<file path="src/rtl/fetch_ctrl_pkg.sv">
`default_nettype none
// ============================================================================
// Module      : fetch_ctrl_pkg
// Description : Shared state encoding and constants for the fetch PC controller.
// Revision    : 1.0 - initial release
// ============================================================================
package fetch_ctrl_pkg;

    typedef enum logic [1:0] {
        ST_REQ  = 2'd0,
        ST_WAIT = 2'd1,
        ST_DROP = 2'd2
    } fetch_state_t;

    localparam logic [31:0] C_DEFAULT_RESET_PC = 32'h0000_0000;
    localparam logic [31:0] C_PC_INC           = 32'd4;

endpackage
`default_nettype wire

</file>
<file path="src/rtl/fetch_next_pc.sv">
`default_nettype none
// ============================================================================
// Module      : fetch_next_pc
// Description : Combinational next-fetch-address selection from the BTB answer.
// Revision    : 1.0 - initial release
// ============================================================================
module fetch_next_pc
    import fetch_ctrl_pkg::*;
(
    input  logic [31:0] pc,
    input  logic        btb_valid,
    input  logic        btb_taken,
    input  logic [31:0] btb_target,
    output logic        pred_taken,
    output logic [31:0] pred_next
);

    assign pred_taken = btb_valid && btb_taken;
    assign pred_next  = pred_taken ? btb_target : (pc + C_PC_INC);

endmodule
`default_nettype wire

</file>
<file path="src/rtl/fetch_pc_ctrl.sv">
`default_nettype none
// ============================================================================
// Module      : fetch_pc_ctrl
// Description : Fetch-stage PC owner; one outstanding imem request, one-entry
//               decode output register, execute redirect with response drop.
// Revision    : 1.0 - initial release
// ============================================================================
module fetch_pc_ctrl
    import fetch_ctrl_pkg::*;
#(
    parameter logic [31:0] RESET_PC = C_DEFAULT_RESET_PC
) (
    input  logic        clk,
    input  logic        rst,
    input  logic        ex_redirect_en,
    input  logic [31:0] ex_redirect_pc,
    output logic [31:0] btb_lookup_pc,
    input  logic        btb_pc_valid,
    input  logic        btb_pc_predictTaken,
    input  logic [31:0] btb_target_pc,
    output logic        imem_req_valid,
    input  logic        imem_req_ready,
    output logic [31:0] imem_req_addr,
    input  logic        imem_resp_valid,
    output logic        imem_resp_ready,
    input  logic [31:0] imem_resp_data,
    output logic        id_valid,
    input  logic        id_ready,
    output logic [31:0] id_pc,
    output logic [31:0] id_instr,
    output logic        id_pred_taken,
    output logic [31:0] id_pred_target
);

    fetch_state_t r_state;
    logic [31:0]  r_fetch_pc;
    logic         r_req_valid;
    logic         r_pred_taken;
    logic [31:0]  r_pred_next;
    logic         r_id_valid;
    logic [31:0]  r_id_pc;
    logic [31:0]  r_id_instr;
    logic         r_id_pred_taken;
    logic [31:0]  r_id_pred_target;

    logic         w_pred_taken;
    logic [31:0]  w_pred_next;
    logic         w_req_fire;
    logic         w_resp_ready;
    logic         w_resp_fire;
    logic         w_wait_fire;
    logic [31:0]  w_redirect_pc;
    logic         w_unused_bits;

    fetch_next_pc u_next_pc (
        .pc         (r_fetch_pc),
        .btb_valid  (btb_pc_valid),
        .btb_taken  (btb_pc_predictTaken),
        .btb_target (btb_target_pc),
        .pred_taken (w_pred_taken),
        .pred_next  (w_pred_next)
    );

    assign w_req_fire    = (r_state == ST_REQ) && r_req_valid && imem_req_ready;
    assign w_resp_ready  = !rst && (((r_state == ST_WAIT) && (!r_id_valid || id_ready)) ||
                                    (r_state == ST_DROP));
    assign w_resp_fire   = imem_resp_valid && w_resp_ready;
    assign w_wait_fire   = (r_state == ST_WAIT) && w_resp_fire;
    assign w_redirect_pc = {ex_redirect_pc[31:2], 2'b00};
    assign w_unused_bits = ^ex_redirect_pc[1:0];

    always_ff @(posedge clk) begin
        if (rst) begin
            r_state     <= ST_REQ;
            r_req_valid <= 1'b0;
        end else begin
            case (r_state)
                ST_REQ: begin
                    if (w_req_fire) begin
                        r_state     <= ex_redirect_en ? ST_DROP : ST_WAIT;
                        r_req_valid <= 1'b0;
                    end else begin
                        r_req_valid <= 1'b1;
                    end
                end
                ST_WAIT: begin
                    // A response in the redirect cycle is swallowed here instead of in DROP.
                    if (w_resp_fire) begin
                        r_state     <= ST_REQ;
                        r_req_valid <= 1'b1;
                    end else if (ex_redirect_en) begin
                        r_state <= ST_DROP;
                    end
                end
                ST_DROP: begin
                    if (w_resp_fire) begin
                        r_state     <= ST_REQ;
                        r_req_valid <= 1'b1;
                    end
                end
                default: begin
                    r_state     <= ST_REQ;
                    r_req_valid <= 1'b0;
                end
            endcase
        end
    end

    always_ff @(posedge clk) begin
        if (rst) begin
            r_fetch_pc   <= RESET_PC;
            r_pred_taken <= 1'b0;
            r_pred_next  <= 32'd0;
        end else begin
            if (w_req_fire) begin
                r_pred_taken <= w_pred_taken;
                r_pred_next  <= w_pred_next;
            end
            if (ex_redirect_en) begin
                r_fetch_pc <= w_redirect_pc;
            end else if (w_wait_fire) begin
                r_fetch_pc <= r_pred_next;
            end
        end
    end

    always_ff @(posedge clk) begin
        if (rst) begin
            r_id_valid       <= 1'b0;
            r_id_pc          <= 32'd0;
            r_id_instr       <= 32'd0;
            r_id_pred_taken  <= 1'b0;
            r_id_pred_target <= 32'd0;
        end else if (ex_redirect_en) begin
            r_id_valid <= 1'b0;
        end else if (w_wait_fire) begin
            r_id_valid       <= 1'b1;
            r_id_pc          <= r_fetch_pc;
            r_id_instr       <= imem_resp_data;
            r_id_pred_taken  <= r_pred_taken;
            r_id_pred_target <= r_pred_next;
        end else if (r_id_valid && id_ready) begin
            r_id_valid <= 1'b0;
        end
    end

    assign btb_lookup_pc   = r_fetch_pc;
    assign imem_req_valid  = r_req_valid;
    assign imem_req_addr   = r_fetch_pc;
    assign imem_resp_ready = w_resp_ready;
    assign id_valid        = r_id_valid;
    assign id_pc           = r_id_pc;
    assign id_instr        = r_id_instr;
    assign id_pred_taken   = r_id_pred_taken;
    assign id_pred_target  = r_id_pred_target;

endmodule
`default_nettype wire

</file>
<file path="config.mk">
export PLATFORM = sky130hd
export DESIGN_NAME = fetch_pc_ctrl
export DESIGN_NICKNAME = d
export VERILOG_FILES = /design/src/rtl/fetch_ctrl_pkg.sv /design/src/rtl/fetch_next_pc.sv /design/src/rtl/fetch_pc_ctrl.sv
export SDC_FILE = /design/constraint.sdc
export NUM_CORES = 1
export LEC_CHECK = 0
export ABC_CLOCK_PERIOD_IN_PS = 2000
export BUFFER_PORTS_ARGS = -buffer_cell sky130_fd_sc_hd__buf_4
export CAP_MARGIN = 15
export CORE_ASPECT_RATIO = 0.75
export CORE_MARGIN = 2
export CORE_UTILIZATION = 30
export CTS_CLUSTER_SIZE = 12
export DETAILED_ROUTE_END_ITERATION = 16
export PLACE_DENSITY_LB_ADDON = 0.08
export SLEW_MARGIN = 30
export SYNTH_ARGS = -nofsm -noshare
export SYNTH_HDL_FRONTEND = slang
export SYNTH_SLANG_ARGS = --single-unit
</file>
<file path="constraint.sdc">
create_clock -name clk -period 2 [get_ports clk]
set_clock_uncertainty 0.2 [all_clocks]
set_input_delay 0.1 -clock clk [delete_from_list [all_inputs] [get_ports clk]]
set_output_delay 0.1 -clock clk [all_outputs]
set_load 0.05 [all_outputs]
</file>
==> qor.txt <==
Status: finished, violations left
Failing checks: negative setup slack
Final routed wirelength across all metal layers: 28100 µm
Via-to-Cell Ratio: 4.68
Net total in the final layout: 1362
Reg power frac: 38.7%
Detailed-route wire length per cell: 17.6 µm
Fin crit period: 2.06 ns
Reg-to-reg slack, setup: -0.06 ns
Part of the power in the clock network: 35.9%
Pin count of the biggest net entering global routing: 168
Synth Cell Area: 7330 µm²
Floorplan die area: 25700 µm²
Total power after layout: 9340 µW
Fraction of the core area covered by cells at the end of the flow: 50.6%
Startpoint type of the worst setup path: flip-flop
Proportion of netlist area held by the largest area contributor: 45.3%
Average size of a mapped cell: 8.26 µm²
Rows: 49
Number of global-route vias before repair: 7107
Number of filler instances in the final layout: 2330
Sw Ratio: 31.1%
Worst voltage drop across the vdd grid: 0.576 mV
Placed Instances: 1444
Ratio of total power to cell area: 769 nW/µm²
Buffer levels on the longest clock path: 2
Detailed-placement wirelength estimate: 17300 µm
Data arrival at the endpoint of the critical path: 2.15 ns
Latest clock arrival within the worst-skew pair: 0.44 ns
WS Path Type: flip-flop to flip-flop
Global-route wire length before repair: 40500 µm
Cell Int Power: 6440 µW
Cell area after placement: 9960 µm²
Antenna Diode Count: 0
Post-synth cell types: 48
Highest clock frequency the design can meet: 0.486 GHz
Leak Pwr: 0.00507 µW
Final Instance Area: 12100 µm²
Number of synthesized register bits: 166
Post-placement setup slack: -0.0618 ns
Data required, critical path: 2.09 ns
Worst reg2reg path depth: 9
Final-report setup violation count: 57
Sink Count: 166
Least-Margin Pin Slew: 0.792 ns
Cell accounting for the most synthesized area: dfxtp_1
Final Slew Violations: 0
Routability cong.: 0.758
All-layer global routing usage: 20.4%
Net count of the mapped netlist: 997
Number of optimization iterations in the first detailed-route pass: 5
Worst min-delay path startpoint: btb_target_pc[7]
Count of warnings emitted by yosys: 0
Proportion of layout cells with a drive suffix above 1: 37.1%
Commonest cells after routing, fill and taps aside: buf_4 (311), nand2_1 (217), dfxtp_1 (140)
Filler-free cell count of the finished design: 1597
Maximum fanout count along the critical path: 5
Boundary pin count: 268
Floorplan die height: 139 µm
Commonest non-fill, non-tap cell in the layout: buf_4
Number of vias after detailed routing: 7478
Setup repair after global routing missed its margin: yes
Floorplan Core Area: 24000 µm²
Number of instances in the synthesized netlist: 888
Destination of the worst register-to-register timing path: btb_lookup_pc[27]$_SDFFE_PP0P_
Clk pin slew, worst setup/hold paths: 0.06 ns
Number of DRC violations after detailed routing: 0
Worst-case setup margin in the final layout: -0.0579 ns
Share of power burned in combinational logic: 25.4%
PortBufs: 265
# Max-Cap Violations: 0
Slew Limit Headroom: 47.2%
Area growth from synthesis to layout: 65.6%
Number of buffers added by the clock tree synthesis step: 17
Number of design-rule violations left by the first detailed-router iteration: 411
Hold path endpoint: r_pred_next[7]$_SDFFE_PP0P_
Kind of capture point of the worst setup path: flip-flop
Main area contributors after synthesis: dfxtp_1 (45%), nand2_1 (12%), a21oi_1 (8.3%)
Die extent in x: 185 µm
Hold Fails Final Rpt: 0
Period utilization: 103%
CTS tree: done
Net Sw Power: 2900 µW
Number of antenna violations at the first check in global routing: 0
Grt ovf: 0
CTS root buf: clkbuf_16
Path class of the lowest-slack min-delay path: primary input to flip-flop
Antenna Nets Post-Route: 0
H-tree depth: 4
Cells on Worst Hold Path: 4
Critical R2R Launch: r_state[1]$_SDFFE_PP0P_
Initial cell density of the core: 30.6%
Seq/Total Area, Yosys: 45.3%
-- repair_timing --
item / CTS / global route
setup buffers: 2 / 10
hold buffers: 99 / 0
endpoints found under the setup margin: 45 / 140
gates cloned: 3 / 11
resized for setup: 16 / 52
hold endpoints to repair: 98 / 0
pin swaps: 2 / 5
-- cell usage after synthesis (all sizes together) --
cell type and number:
nand2 228, dfxtp 166, a21oi 122, buf 51
nor2 51, clkbuf 49, mux2i 32, mux2 30
xnor2 23, and3 14, nand3 13, o22ai 13
nor3 12, o21ai 12, inv 8, a211oi 6
a221oi 5, and4 5, ha 5, nand4 5
nor4 5, a311oi 4, or3 3, xor2 3
a311o 2, a31o 2, a31oi 2, and2 2
nand2b 2, nor2b 2, nor3b 2, o31ai 2
a2111oi 1, a211o 1, nand3b 1, nor4b 1
o211ai 1, o21ba 1, or4 1
-- registers in the layout (all words and copies together), names as in the netlist --
register        flops
btb_lookup_pc      32
id_instr           32
id_pc              32
id_pred_target     32
r_pred_next        32
r_state             2
id_pred_taken       1
id_valid            1
imem_req_valid      1
r_pred_taken        1
-- per-layer routing --
layer	vias up	global-route usage [%]	part of all wire [%]
li1	3703	-	-
met1	3550	29.6	51
met2	215	30.7	43
met4	0	4.38	0.45
met5	-	0	0
met3	10	4.61	5.7
-- worst max path at each step --
stage	startpoint	endpoint	slack [ns]	cells after the start
finish	r_state[1]$_SDFFE_PP0P_	btb_lookup_pc[27]$_SDFFE_PP0P_	-0.06	9
global route	r_state[1]$_SDFFE_PP0P_	id_pred_target[11]$_SDFFE_PP0P_	-0.15	9
CTS	btb_lookup_pc[13]$_SDFFE_PP0P_	r_pred_next[29]$_SDFFE_PP0P_	-0.04	5
detailed placement	r_state[0]$_SDFFE_PP0P_	btb_lookup_pc[22]$_SDFFE_PP0P_	-0.06	7
global placement	btb_lookup_pc[13]$_SDFFE_PP0P_	r_pred_next[25]$_SDFFE_PP0P_	-0.04	6
floorplan	btb_lookup_pc[10]$_SDFFE_PP0P_	r_pred_next[31]$_SDFFE_PP0P_	-0.13	7
-- power groups by stage --
stage | sequential (µW) | clock [µW] | combinational, µW
detailed placement | 3670 | 0 | 2010
finish | 3610 | 3350 | 2380
floorplan | 3920 | 0 | 969
global route | 3640 | 3560 | 2550
global placement | 3670 | 0 | 2010
CTS | 3600 | 3440 | 2240
-- cells by family after synthesis --
logic type	synth area share [%]
AND/OR/NAND/NOR	20.6
AO/OA/AOI/OAI	13.7
flip-flops	45.3
buffers and inverters	7.49
multiplexers	8.98
XOR/XNOR	3.11
adder cells (fa/ha/maj)	0.853
-- cell type report --
cell class	instances	area (µm²)	area share, %
timing repair buffer	446	4000	32.9
sequential	166	3380	27.8
clock buffer	22	505	4.16
inverter	8	30.0	0.247
clock inverter	10	92.6	0.763
multi-input combinational	614	3720	30.7
tap	331	414	3.41
-- metrics by stage --
step | hold WS (ns) | TNS, ns
after detailed placement | 0.142 | -0.870
after global routing | 0.0336 | -10.70
final | 0.0339 | -0.866
after global placement | 0.136 | -0.287
after CTS | 0.00284 | -0.0713
after floorplan | 0.0360 | -0.962
-- worst max-delay path, cell delays in order (launching register included) --
cell and delay [ns]:
dfxtp_2 0.32, inv_2 0.07, ha_4 0.13, nand3b_1 0.09, o21ba_4 0.33, buf_12 0.13, buf_16 0.13, mux2_1 0.32
mux2i_1 0.13, nor2_1 0.06
Note: power is estimated with default switching activity, not from simulation.
